File: config.mk
export PLATFORM = sky130hd
export DESIGN_NAME = p2p_cfg_router
export DESIGN_NICKNAME = d
export VERILOG_FILES = /design/src/rtl/p2p_cfg_router.sv
export SDC_FILE = /design/constraint.sdc
export NUM_CORES = 1
export LEC_CHECK = 0
export ABC_AREA = 1
export CORE_AREA = 2 2 783 785
export DETAILED_ROUTE_END_ITERATION = 12
export DIE_AREA = 0 0 785 787
export PLACE_DENSITY = 0.31
export SETUP_SLACK_MARGIN = 0.4
export SYNTH_ARGS = -nofsm -noshare
export SYNTH_HDL_FRONTEND = slang
export SYNTH_SLANG_ARGS = --single-unit
File: constraint.sdc
create_clock -name clk -period 1.27 [get_ports clk]
set_input_delay 0.1905 -clock clk [delete_from_list [all_inputs] [get_ports clk]]
set_output_delay 0.1905 -clock clk [all_outputs]
set_load 0.005 [all_outputs]
File: src/rtl/p2p_cfg_router.sv
// Packet-aware N-window address router for the P2P configuration request stream.
// Unmatched packets are drained at line rate and logged.
module p2p_cfg_router #(
    parameter int                     CHNL_NUM = 4,
    parameter int                     HEAD_W   = 128,
    parameter int                     DATA_W   = 256,
    parameter int                     ADDR_LSB = 32,
    parameter logic [CHNL_NUM*32-1:0] BASE_VEC = '0,
    parameter logic [CHNL_NUM*32-1:0] MASK_VEC = '0
) (
    input  logic                       clk,
    input  logic                       rst,
    input  logic                       s_valid,
    input  logic                       s_last,
    input  logic [HEAD_W-1:0]          s_head,
    input  logic [DATA_W-1:0]          s_data,
    output logic                       s_ready,
    output logic [CHNL_NUM-1:0]        m_valid,
    output logic [CHNL_NUM-1:0]        m_last,
    output logic [CHNL_NUM*HEAD_W-1:0] m_head,
    output logic [CHNL_NUM*DATA_W-1:0] m_data,
    input  logic [CHNL_NUM-1:0]        m_ready,
    output logic                       busy,
    output logic                       err_valid,
    output logic [31:0]                err_addr,
    output logic [15:0]                drop_cnt
);

    localparam int SEL_W = (CHNL_NUM > 1) ? $clog2(CHNL_NUM) : 1;

    typedef enum logic [1:0] {IDLE, FWD, DROP} state_t;

    state_t              state;
    logic                stg_vld;
    logic                stg_last;
    logic [HEAD_W-1:0]   stg_head;
    logic [DATA_W-1:0]   stg_data;
    logic [HEAD_W-1:0]   hold_head;
    logic [SEL_W-1:0]    sel;
    logic [31:0]         err_addr_q;

    logic [31:0]         addr;
    logic [CHNL_NUM-1:0] hit;
    logic                hit_any;
    logic [SEL_W-1:0]    hit_idx;
    logic [SEL_W-1:0]    route;
    logic [HEAD_W-1:0]   out_head;
    logic                fwd_act;
    logic                drop_act;
    logic                stg_pop;

    assign addr = stg_head[ADDR_LSB +: 32];

    always_comb begin
        hit = '0;
        for (int i = 0; i < CHNL_NUM; i++) begin
            hit[i] = ((addr & MASK_VEC[32*i +: 32]) ==
                      (BASE_VEC[32*i +: 32] & MASK_VEC[32*i +: 32]));
        end
    end

    // Descending scan so the lowest matching index is written last and wins.
    always_comb begin
        hit_idx = '0;
        for (int i = CHNL_NUM - 1; i >= 0; i--) begin
            if (hit[i]) hit_idx = SEL_W'(i);
        end
    end

    assign hit_any  = |hit;
    assign route    = (state == IDLE) ? hit_idx : sel;
    assign out_head = (state == IDLE) ? stg_head : hold_head;

    assign fwd_act  = stg_vld && ((state == IDLE && hit_any) || state == FWD);
    assign drop_act = stg_vld && ((state == IDLE && !hit_any) || state == DROP);
    assign stg_pop  = drop_act || (fwd_act && m_ready[route]);
    assign s_ready  = !rst && (!stg_vld || stg_pop);

    assign busy      = (state != IDLE);
    assign err_valid = stg_vld && (state == IDLE) && !hit_any;
    assign err_addr  = err_valid ? addr : err_addr_q;

    always_comb begin
        m_valid = '0;
        m_last  = '0;
        m_head  = '0;
        m_data  = '0;
        for (int i = 0; i < CHNL_NUM; i++) begin
            if (fwd_act && route == SEL_W'(i)) begin
                m_valid[i]                  = 1'b1;
                m_last[i]                   = stg_last;
                m_head[i*HEAD_W +: HEAD_W]  = out_head;
                m_data[i*DATA_W +: DATA_W]  = stg_data;
            end
        end
    end

    always_ff @(posedge clk) begin
        if (rst) begin
            state      <= IDLE;
            stg_vld    <= 1'b0;
            stg_last   <= 1'b0;
            stg_head   <= '0;
            stg_data   <= '0;
            hold_head  <= '0;
            sel        <= '0;
            err_addr_q <= '0;
            drop_cnt   <= '0;
        end else begin
            if (s_valid && s_ready) begin
                stg_vld  <= 1'b1;
                stg_last <= s_last;
                stg_head <= s_head;
                stg_data <= s_data;
            end else if (stg_pop) begin
                stg_vld <= 1'b0;
            end

            case (state)
                IDLE: begin
                    if (stg_vld && hit_any) begin
                        sel       <= hit_idx;
                        hold_head <= stg_head;
                        if (stg_pop && !stg_last) state <= FWD;
                    end else if (stg_vld) begin
                        err_addr_q <= addr;
                        if (drop_cnt != 16'hFFFF) drop_cnt <= drop_cnt + 16'd1;
                        if (!stg_last) state <= DROP;
                    end
                end
                FWD, DROP: begin
                    if (stg_pop && stg_last) state <= IDLE;
                end
                default: state <= IDLE;
            endcase
        end
    end

endmodule

==> results of run 1 <==
## flip-flops by register name, indices dropped and copies added, names as in the netlist
register and flops:
stg_head 128, hold_head 128, stg_vld 1, state 1, stg_last 1, stg_data 256
## path summary, 6_finish.rpt
path,slack [ns],to
worst max-delay path,-1.36,m_data[64]
worst min-delay path,0.09,stg_data[153]
worst max register to register,-1.02,stg_data[176]
worst min register to register,0.46,hold_head[70]
## final cells by class
class                   instances  area (sq um)  area share, %
clock inverters                25           320          0.545
flip-flops and latches        515         10300           17.6
well taps                    8092         10100           17.2
clock buffers                 120          2430           4.15
multi-input cells            3653         16500           28.0
repair buffers               1519         16500           28.1
inverters                     646          2440           4.15
diodes                         44           110          0.187
## cells by family (layout without fill, tap and decap cells)
group	Yosys count	after routing	share of synthesized area, %
simple gates	2315	2315	29.4
buf+inv	2180	2310	38.4
flops	515	515	30.3
compound gates	131	131	1.93
other cells	1	1251	0.0110
## per-layer routing
| metal | up-vias | track usage [%] |
|---|---|---|
| met3 | 434 | 2.64 |
| met4 | 98 | 1.71 |
| li1 | 16009 | - |
| met2 | 1412 | 11.9 |
| met1 | 15208 | 8.84 |
| met5 | - | 0 |
## through the flow
step                      total power (W)  cells  area [sq um]
after floorplan                    0.0249   6348         39200
after global placement             0.0276  13971         49400
after detailed placement           0.0276  13971         49400
after CTS                          0.0543  14404         55400
after global routing               0.0571  14590         58700
final                              0.0542  14614         58700
## worst register-to-register path, delay by kind of cell, from the launching register on
kind,cells,cell delay (ns)
and+or+nand+nor,4,0.49
buffers and inverters,7,1.33
DFF,1,0.41
## timing repair
action,CTS,global route
setup buffers,15,119
hold endpoints to repair,271,0
pin swaps,1,52
hold buffers,267,0
cloned,6,47
gates resized for setup,231,933
setup endpoints to repair,903,903
## placed cells by master (no fill, tap or decap), drive strengths merged, types with 44 or more instances in the layout
master and n:
clkdlybuf4s50 414, conb 1207, dlygate4sd3 267, diode 44, inv 651, nand3 258, nand4 385, dlymetal6s2s 67
dfxtp 515, a21oi 131, clkbuf 244, nand2 1286, nor2 386, buf 620
## power by group through the flow
stage,Clock (W),Combinational [W],Sequential [W]
after CTS,0.0256,0.0106,0.0182
after global placement,0,0.00907,0.0186
after global routing,0.0260,0.0127,0.0184
after floorplan,0,0.00693,0.0180
after detailed placement,0,0.00904,0.0185
final,0.0243,0.0116,0.0183
==> results.txt, run 1 <==
The most numerous cell type found on the critical path is sky130_fd_sc_hd__buf_12. The die area came out at just over 600000 sq um. The final hold violation count is 0.

The run finished, with violations left. The smallest setup slack after layout came out at -1.36 ns. The number of library cell types mapped by synthesis is 15. The number of DRC violations after detailed-routing iteration 0 is between 1500 and 2000. The final reports fail on negative setup slack. Synthesis handed over a netlist of approximately 5000 instances.

The routed wire length came out at ~250000 um. The sequential share of the synthesized area is 30.3%. The startpoint of the worst register-to-register path is stg_vld. sky130_fd_sc_hd__nand2_1 is the most common cell in the netlist. The post-route minimum period came out at about 2.6 ns. At the end of the flow the core is filled with cells to around a tenth. The global-route wire length before repair is approximately 300000 um. Relative to the synthesized area, the layout overhead comes to 72.8%. The final count of pins violating max slew is 0. The number of synthesized register bits came out at slightly above 500. The slowest stage cell on the critical path is sky130_fd_sc_hd__clkdlybuf4s50_1.

The tool flagged a number of max-cap violations equal to 0. The gate family responsible for the most delay along the worst path is buffers and inverters. The share of flip-flops with an asynchronous set or reset after synthesis is 0%. The worst hold path passes through 3 cells. After detailed routing, the met3 layer carries a little over 20000 um of wire.

The fraction of layout instances using a drive strength above 1 came out at between 10% and 20%. The floorplan step defined a core boundary enclosing ~610000 sq um. Yosys mapped a number of flops with a built-in enable equal to 0. The share of total power in sequential cells came out at between 30 and 40%. Power spread over the standard cell area amounts to about 920 nW/um^2. The via count came out at between 30000 and 40000. The share of total power consumed by net switching is a little under a third. Counting the buffers created by CTS gives a little over 80. The cell type contributing the most total cell area after synthesis is sky130_fd_sc_hd__dfxtp_1. The element type at the critical path end is an output port. The top layer used by detailed routing is met5. The most critical setup path has its startpoint at stg_vld. The internal portion of the total power is 0.0369 W.

The largest fanout of any net on the critical path is 8. The depth of the worst register-to-register path came out at 11. The die span in x is a little under 800 um. The placer's final routability congestion estimate came out at approximately 0.76.

During synthesis, Yosys emitted a total of 0 warnings. The combinational share of power is about a fifth. The maximum count of clock buffers along a single path is 4. The die height came out at 787 um. The worst max-slew margin expressed relative to the limit came out at between 60% and 70%. The clock sink count is roughly 520. The H-tree depth reported by CTS is 3. The delay of the slowest cell on the worst path is 0.50 ns.

The largest clock skew in the final design came out at 0.0466 ns. Entering global routing, the biggest net connects 55 pins. The endpoint arrival time on the critical path is between 2 and 2.5 ns. After floorplanning, the core was divided into 287 placement rows. The residual antenna-violating net count after detailed routing is 0. In this run, the clock network consumes between 40 and 50% of the power. The prevailing post-synth register cell is sky130_fd_sc_hd__dfxtp_1.

The met1 routed wirelength after detailed routing is between 100000 and 150000 um. The required arrival time at the worst endpoint came out at roughly 1.1 ns. The detailed-placement wirelength estimate is slightly below 200000 um. The setup-violating endpoint count in the final report is between 900 and 1000.

The number of antenna violations at the first check in global routing is about 260. The leakage power came out at about 27 nW. The via count of the first global-routing pass is around 29000. The combined area of all synthesized cells came out at ~34000 sq um.

After clock tree synthesis, the clock-pin slew on the worst setup and hold paths is roughly 0.06 ns. The sum of overflow across all layers after global routing came out at 0. The part of the cycle the worst path needs is 207%. The number of nets at the end of the flow is slightly below 7000. The count of input and output buffers is about 780. The detailed-routing iteration count for the pre-antenna-repair pass is 5. The switching power came out at roughly 0.017 W. The worst slack at placement is -0.849 ns.

The startpoint identified for the worst hold timing path is s_data[153]. The tightest hold path in the finished design has a slack of 0.0878 ns. The filler cell count came out at between 70000 and 80000.

The area share of the largest cell type after synthesis is roughly 30%. The total met2 wirelength after detailed routing is approximately 120000 um. TritonCTS built the clock tree. The initial cell density of the core is between 5 and 6%. The average cell area after synthesis came out at ~6.6 sq um. Derived from the worst setup path, the maximum achievable clock frequency is 381 MHz. The overall fraction of global-route tracks in use is just over 7%.

The residual DRC count came out at 0. The accumulated negative setup slack is -811.51 ns. Walking the worst path, the cells encountered are buf_4 > buf_12 > buf_16 > buf_12 > buf_12 > nand2_1 > inv_1 > clkdlybuf4s50_1.

In this run the count of I/O pins placed on the die edge is between 1500 and 2000. The startpoint type of the worst setup path is a register. The peak ir drop on the vdd network is 0.000871 V. Ranked by total cell area, the synthesized netlist is headed by sky130_fd_sc_hd__dfxtp_1 30%, sky130_fd_sc_hd__buf_4 27%, sky130_fd_sc_hd__nand2_1 14%, sky130_fd_sc_hd__inv_1 7.1%, sky130_fd_sc_hd__nand4_1 7.1%.

The average wire per standard cell is 16.8 um. The via density per instance came out at 2.27. The transition at the pin with the smallest max-transition slack came out at around 0.51 ns. The number of buffers and inverters on the critical path came out at 7. The worst hold path belongs to the class input pin to register. The tree is rooted in a sky130_fd_sc_hd__clkbuf_16.

The kind of critical path is register to output port. The total stage count of the critical path came out at 8. Setup repair after global routing could not meet its margin everywhere. The clock latency on the worst-skew pair came out at approximately 0.80 ns.

In the synthesized netlist, the cells that appear most often are 1285 x sky130_fd_sc_hd__nand2_1, 1226 x sky130_fd_sc_hd__buf_4, 645 x sky130_fd_sc_hd__inv_1.
Power figures use the tool's default switching activity.
==> run 2: changes to the inputs <==
Settings changed: SLEW_MARGIN set to 20.
==> results of run 2 <==
No change in the layout: final DEF, timing and power equal those of run 1.
